[src/rtl/uart_pkg.sv]
// uart_pkg: shared types for the parametrised UART core
package uart_pkg;
  localparam int MAX_DATA_BITS = 9;
  typedef enum logic [1:0] {PAR_NONE, PAR_EVEN, PAR_ODD} parity_e;
  typedef enum logic [2:0] {TX_IDLE, TX_START, TX_DATA, TX_PARITY, TX_STOP} tx_state_e;
  typedef enum logic [2:0] {RX_IDLE, RX_START, RX_DATA, RX_PARITY, RX_STOP} rx_state_e;
  typedef struct packed {
    logic [MAX_DATA_BITS-1:0] data;
    logic perr;
    logic ferr;
  } rx_entry_t;
endpackage

[src/rtl/uart_rx_fifo.sv]
// uart_rx_fifo: show-ahead synchronous FIFO; a push while full succeeds only alongside a pop
module uart_rx_fifo #(
  parameter int WIDTH = 8,
  parameter int DEPTH = 4
) (
  input  logic                       clk,
  input  logic                       reset_n,
  input  logic                       push,
  input  logic                       pop,
  input  logic [WIDTH-1:0]           din,
  output logic [WIDTH-1:0]           dout,
  output logic                       full,
  output logic                       empty,
  output logic [$clog2(DEPTH+1)-1:0] level
);
  localparam int AW = $clog2(DEPTH);
  localparam int LW = $clog2(DEPTH+1);
  logic [WIDTH-1:0] mem [DEPTH];
  logic [AW-1:0] rd, wr;
  logic wr_en, rd_en;
  assign empty = level == '0;
  assign full = level == LW'(DEPTH);
  assign rd_en = pop && !empty;
  assign wr_en = push && (!full || rd_en);
  assign dout = empty ? '0 : mem[rd];
  always_ff @(posedge clk)
    if (wr_en) mem[wr] <= din;
  always_ff @(posedge clk or negedge reset_n)
    if (!reset_n) begin
      rd <= '0;
      wr <= '0;
      level <= '0;
    end else begin
      if (wr_en) wr <= wr == AW'(DEPTH-1) ? '0 : wr + 1'b1;
      if (rd_en) rd <= rd == AW'(DEPTH-1) ? '0 : rd + 1'b1;
      level <= level + LW'(wr_en) - LW'(rd_en);
    end
endmodule

[src/rtl/uart_core_param.sv]
// uart_core_param: full-duplex UART with runtime baud divider, oversampled RX and RX FIFO
module uart_core_param
  import uart_pkg::*;
#(
  parameter int DATA_BITS     = 8,
  parameter int PARITY        = 0,
  parameter int STOP_BITS     = 1,
  parameter int OVERSAMPLE    = 16,
  parameter int RX_FIFO_DEPTH = 4
) (
  input  logic                               clk,
  input  logic                               reset_n,
  input  logic [15:0]                        baud_div,
  input  logic                               tx_enable,
  input  logic                               tx_valid,
  output logic                               tx_ready,
  input  logic [DATA_BITS-1:0]               tx_data,
  output logic                               tx_out,
  output logic                               tx_empty,
  input  logic                               rx_enable,
  input  logic                               rx_in,
  input  logic                               loopback,
  output logic                               rx_valid,
  input  logic                               rx_ready,
  output logic [DATA_BITS-1:0]               rx_data,
  output logic                               rx_parity_err,
  output logic                               rx_frame_err,
  output logic                               rx_overrun,
  input  logic                               clr_overrun,
  output logic [$clog2(RX_FIFO_DEPTH+1)-1:0] rx_level
);
  localparam int CW = $clog2(2*OVERSAMPLE);
  localparam int IW = $clog2(DATA_BITS);
  localparam parity_e PAR = parity_e'(PARITY);
  localparam bit ODD = PAR == PAR_ODD;
  logic [15:0] tick_cnt;
  logic tick;
  assign tick = tick_cnt == '0;
  always_ff @(posedge clk or negedge reset_n)
    if (!reset_n) tick_cnt <= '0;
    else tick_cnt <= tick ? baud_div : tick_cnt - 16'd1;
  tx_state_e tx_state, tx_next;
  logic [CW-1:0] tx_cnt;
  logic [IW-1:0] tx_idx;
  logic [DATA_BITS-1:0] tx_sh;
  logic tx_par, tx_end, tx_acc;
  assign tx_ready = tx_enable && tx_state == TX_IDLE;
  assign tx_acc = tx_valid && tx_ready;
  assign tx_empty = tx_state == TX_IDLE;
  assign tx_end = tick && tx_cnt == (tx_state == TX_STOP ? CW'(STOP_BITS*OVERSAMPLE-1) : CW'(OVERSAMPLE-1));
  assign tx_out = tx_state == TX_START ? 1'b0 : tx_state == TX_DATA ? tx_sh[0] : tx_state == TX_PARITY ? tx_par : 1'b1;
  always_comb begin
    tx_next = tx_state;
    case (tx_state)
      TX_IDLE:   if (tx_acc) tx_next = TX_START;
      TX_START:  if (tx_end) tx_next = TX_DATA;
      TX_DATA:   if (tx_end && tx_idx == IW'(DATA_BITS-1)) tx_next = PAR == PAR_NONE ? TX_STOP : TX_PARITY;
      TX_PARITY: if (tx_end) tx_next = TX_STOP;
      TX_STOP:   if (tx_end) tx_next = TX_IDLE;
      default:   tx_next = TX_IDLE;
    endcase
  end
  always_ff @(posedge clk or negedge reset_n)
    if (!reset_n) begin
      tx_state <= TX_IDLE;
      tx_cnt <= '0;
      tx_idx <= '0;
      tx_sh <= '0;
      tx_par <= 1'b0;
    end else begin
      tx_state <= tx_next;
      if (tx_acc) begin
        tx_sh <= tx_data;
        tx_par <= ^tx_data ^ ODD;
        tx_cnt <= '0;
        tx_idx <= '0;
      end else if (tick && !tx_empty) begin
        tx_cnt <= tx_end ? '0 : tx_cnt + 1'b1;
        if (tx_end && tx_state == TX_DATA) begin
          tx_sh <= tx_sh >> 1;
          tx_idx <= tx_idx + 1'b1;
        end
      end
    end
  rx_state_e rx_state, rx_next;
  logic [CW-1:0] rx_cnt;
  logic [IW-1:0] rx_idx;
  logic [DATA_BITS-1:0] rx_sh;
  logic s1, rx_bit, rx_pbit, rx_samp, push, pop, full, empty, perr, overrun;
  // START waits half a bit to land on the bit centre; later bits are a full bit apart
  assign rx_samp = tick && rx_cnt == (rx_state == RX_START ? CW'(OVERSAMPLE/2-1) : CW'(OVERSAMPLE-1));
  assign push = rx_enable && rx_state == RX_STOP && rx_samp;
  assign pop = rx_valid && rx_ready;
  assign perr = PAR != PAR_NONE && (rx_pbit != (^rx_sh ^ ODD));
  assign rx_valid = !empty;
  assign rx_overrun = overrun;
  always_comb begin
    rx_next = rx_state;
    case (rx_state)
      RX_IDLE:   if (tick && !rx_bit) rx_next = RX_START;
      RX_START:  if (rx_samp) rx_next = rx_bit ? RX_IDLE : RX_DATA;
      RX_DATA:   if (rx_samp && rx_idx == IW'(DATA_BITS-1)) rx_next = PAR == PAR_NONE ? RX_STOP : RX_PARITY;
      RX_PARITY: if (rx_samp) rx_next = RX_STOP;
      RX_STOP:   if (rx_samp) rx_next = RX_IDLE;
      default:   rx_next = RX_IDLE;
    endcase
    if (!rx_enable) rx_next = RX_IDLE;
  end
  always_ff @(posedge clk or negedge reset_n)
    if (!reset_n) begin
      s1 <= 1'b1;
      rx_bit <= 1'b1;
      rx_state <= RX_IDLE;
      rx_cnt <= '0;
      rx_idx <= '0;
      rx_sh <= '0;
      rx_pbit <= 1'b0;
      overrun <= 1'b0;
    end else begin
      {rx_bit, s1} <= {s1, loopback ? tx_out : rx_in};
      rx_state <= rx_next;
      if (rx_state == RX_IDLE) begin
        rx_cnt <= '0;
        rx_idx <= '0;
      end else if (tick) rx_cnt <= rx_samp ? '0 : rx_cnt + 1'b1;
      if (rx_samp && rx_state == RX_DATA) begin
        rx_sh <= {rx_bit, rx_sh[DATA_BITS-1:1]};
        rx_idx <= rx_idx + 1'b1;
      end
      if (rx_samp && rx_state == RX_PARITY) rx_pbit <= rx_bit;
      overrun <= (push && full && !pop) || (overrun && !clr_overrun);
    end
  uart_rx_fifo #(.WIDTH(DATA_BITS+2), .DEPTH(RX_FIFO_DEPTH)) u_fifo (
    .clk(clk),
    .reset_n(reset_n),
    .push(push),
    .pop(pop),
    .din({rx_sh, perr, !rx_bit}),
    .dout({rx_data, rx_parity_err, rx_frame_err}),
    .full(full),
    .empty(empty),
    .level(rx_level)
  );
endmodule
[config.mk]
export PLATFORM = sky130hd
export DESIGN_NAME = uart_core_param
export DESIGN_NICKNAME = d
export VERILOG_FILES = /design/src/rtl/uart_pkg.sv /design/src/rtl/uart_rx_fifo.sv /design/src/rtl/uart_core_param.sv
export SDC_FILE = /design/constraint.sdc
export NUM_CORES = 1
export LEC_CHECK = 0
export CAP_MARGIN = 20
export CORE_ASPECT_RATIO = 1.25
export CORE_MARGIN = 2
export CORE_UTILIZATION = 45
export CTS_BUF_LIST = sky130_fd_sc_hd__clkbuf_2 sky130_fd_sc_hd__clkbuf_4 sky130_fd_sc_hd__clkbuf_8
export DETAILED_ROUTE_END_ITERATION = 7
export GPL_ROUTABILITY_DRIVEN = 0
export HOLD_SLACK_MARGIN = 0.05
export PLACE_DENSITY = 0.68
export SYNTH_ARGS = -nofsm -noshare
export SYNTH_HDL_FRONTEND = slang
export SYNTH_HIERARCHICAL = 1
export SYNTH_SLANG_ARGS = --single-unit
[constraint.sdc]
create_clock -name clk -period 3.3 [get_ports clk]
set_clock_uncertainty 0.05 [all_clocks]
set_input_delay 0.33 -clock clk [delete_from_list [all_inputs] [get_ports clk]]
set_output_delay 0.33 -clock clk [all_outputs]
set_load 0.01 [all_outputs]
==> flow_summary.json <==
{
  "critPathMaxFanout": 7,
  "max_slew.worst_pin.slew_ps": 664.6,
  "via_per_inst": 5.498,
  "yosys-top-cells-area": "dfrtp_1 (31%), edfxtp_1 (24%), mux4_2 (4.5%)",
  "cts_buffers": 9,
  "core_area_um2": 11030,
  "port_buffers": 50,
  "cts.sinks": 105,
  "ys_ff_latch": 105,
  "relSlewSlack": 0.5569,
  "dieArea_um2": 12090,
  "report.final.setup_viol": 0,
  "yosys_warnings": 6,
  "wl_per_cell_um": 15.33,
  "total_power_uw": 2906,
  "drv_cap": 0,
  "cts_resized": 0,
  "multi_input_area_um2": 2102,
  "slew_violations": 0,
  "dp_hpwl_mm": 6.778,
  "grt_pass1_wl_mm": 15.87,
  "p_leak_uw": 0.002347,
  "ys_types": 62,
  "area_growth_pct": 17.24,
  "grt_max_degree": 48,
  "period_share": 0.9143,
  "synth_most_common_cell": "dfrtp_1",
  "min_path_type": "reg2reg",
  "hold_violations": 0,
  "grt_setup_unrepaired": "false",
  "clkLatencyLatePin_ps": 360,
  "hold_depth": 0,
  "num_vias": 3392,
  "n_antenna_cell": 0,
  "seqCellArea_um2": 2830,
  "synth-main-ff-cell": "dfrtp_1",
  "reg2reg_depth": 11,
  "path_class": "reg2reg",
  "synth_area_um2": 5051,
  "power_density_nw_per_um2": 490.8,
  "clk_pin_slew_worst_paths_ps": 100,
  "synthTopCellsByCount": "dfrtp_1 (63), edfxtp_1 (40), nor2_1 (39), o21ai_0 (27), nand3_1 (22)",
  "syn_avg_cell_area_um2": 12.08,
  "clock_path_buffers": 2,
  "yosysTopAreaCell": "dfrtp_1",
  "root_buffer": "clkbuf_8",
  "track_usage": 0.1641,
  "crit_arrival_ps": 3260,
  "tritoncts": "done",
  "nets": 524,
  "htreeDepth": 3,
  "synthCells": 418,
  "start_util": 0.4580,
  "fmax_mhz": 331.5,
  "die_height_um": 122.5,
  "worstPathRequired_ps": 3540,
  "layout-drive-gt1-share": 0.1473,
  "grt.overflow.total": 0,
  "tns_ps": 0,
  "finalWirelength_mm": 9.456,
  "yosys.area.top_type_share": 0.3121,
  "crit_path_end_kind": "flop",
  "dr.first_iter.drc_count": 166,
  "cp-start-kind": "flop",
  "async_reset_ff_frac": 0.6190,
  "ant_nets": 0,
  "antenna_found_initial": 0,
  "outcome": "finished, final reports clean",
  "fin_crit_ps": 3017,
  "synth_seq_area_share": 0.5603,
  "first_global_vias": 3358,
  "dr.pass1.iters": 4,
  "synth_edf_count": 40,
  "rows": 43,
  "postCtsSetupBuffers": 0,
  "drc_errors": 0,
  "die_w_um": 98.76,
  "peakVddDrop_mv": 0.1882,
  "io_pins": 51,
  "fillers": 950
}
## cells in the final DEF (no fill, tap or decap), drive strengths merged, types with 13 or more instances in the layout
master / instances
nand3: 22
mux2: 15
o21ai: 27
nor2b: 14
nand2: 19
inv: 15
xnor2: 14
edfxtp: 40
nor2: 39
a21oi: 14
dfrtp: 63
ha: 13
clkdlybuf4s50: 49
## flip-flops by register name (all words and copies together) (netlist names)
register      count
u_fifo/mem       40
tick_cnt         16
rx_sh             8
tx_sh             8
rx_cnt            5
tx_cnt            5
rx_idx            3
rx_state          3
tx_idx            3
tx_state          3
u_fifo/level      3
u_fifo/rd         2
u_fifo/wr         2
rx_bit            1
rx_overrun        1
s1                1
tx_par            1
## area by class of cell
type	instances	area share
Inverter	14	0.008874
Clock buffer	12	0.02578
Tap cell	135	0.02852
Timing Repair Buffer	62	0.09930
Clock inverter	4	0.004648
Multi-Input combinational cell	285	0.3550
Sequential cell	105	0.4779
## power breakdown
group / total [µW] / internal (µW) / switching (µW)
logic: 544 / 328 / 216
registers: 1620 / 1440 / 182
clock network: 741 / 315 / 426
total: 2910 / 2080 / 824
## stage by stage
stage	area (µm²)	worst slack, ps	cells	hold slack, ps	utilization
2_1_floorplan	5062	287.5	421	-15.59	-
4_1_cts	5922	279.7	617	313.3	0.5369
5_1_grt	5922	74.03	617	320.2	0.5369
3_3_place_gp	5732	397.6	600	295.9	0.5197
3_5_place_dp	5732	273.2	600	298.7	0.5197
6_report	5922	283.0	617	312.0	0.5369
## path summary, 6_finish.rpt
path | from | end | slack, ps
min in group asynchronous | reset_n | tx_sh[4]$_DFFE_PN0P_ | 450
worst min register to register | s1$_DFF_PN1_ | rx_bit$_DFF_PN1_ | 310
max in group asynchronous | reset_n | rx_idx[0]$_DFFE_PN0P_ | 2000
worst max-delay path | tick_cnt[12]$_DFF_PN0_ | u_fifo/level[2]$_DFF_PN0_ | 280
worst max register to register | tick_cnt[12]$_DFF_PN0_ | u_fifo/level[2]$_DFF_PN0_ | 280
worst min-delay path | s1$_DFF_PN1_ | rx_bit$_DFF_PN1_ | 310
## cells by family (layout without fill, tap and decap cells)
| group | after synthesis | count (layout) | synth area share |
|---|---|---|---|
| AO/OA/AOI/OAI | 74 | 74 | 0.09190 |
| other | 1 | 4 | 0.0007424 |
| adder cells (fa/ha/maj) | 14 | 14 | 0.03617 |
| multiplexers | 29 | 29 | 0.09413 |
| XOR/XNOR | 17 | 17 | 0.02948 |
| buffers and inverters | 31 | 92 | 0.02576 |
| flip-flops | 105 | 105 | 0.5603 |
| AND/OR/NAND/NOR | 147 | 147 | 0.1615 |
## metal layers
layer / track usage / vias to the layer above / routed length [µm] / share of wire
met1: 0.2023 / 1679 / 4024 / 0.43
met5: 0 / - / 0 / 0
li1: - / 1642 / - / -
met3: 0.02790 / 8 / 274 / 0.029
met2: 0.2965 / 63 / 5076 / 0.54
met4: 0.04709 / 0 / 79 / 0.0084
## critical path, stage by stage, from the launching register on
cell	delay (ps)
dfrtp_1	460
nor4_2	470
nand4_1	210
or3_1	480
nor2_1	160
o21ai_0	100
mux2i_1	160
ha_1	160
inv_1	40
fa_1	370
xnor2_1	180
xnor2_1	130
## repair_timing
item / in CTS / in global routing
endpoints found under the setup margin: 0 / 0
hold endpoints to repair: 22 / 0
hold buffers: 1 / 0
Note: power is estimated with default switching activity, not from simulation.
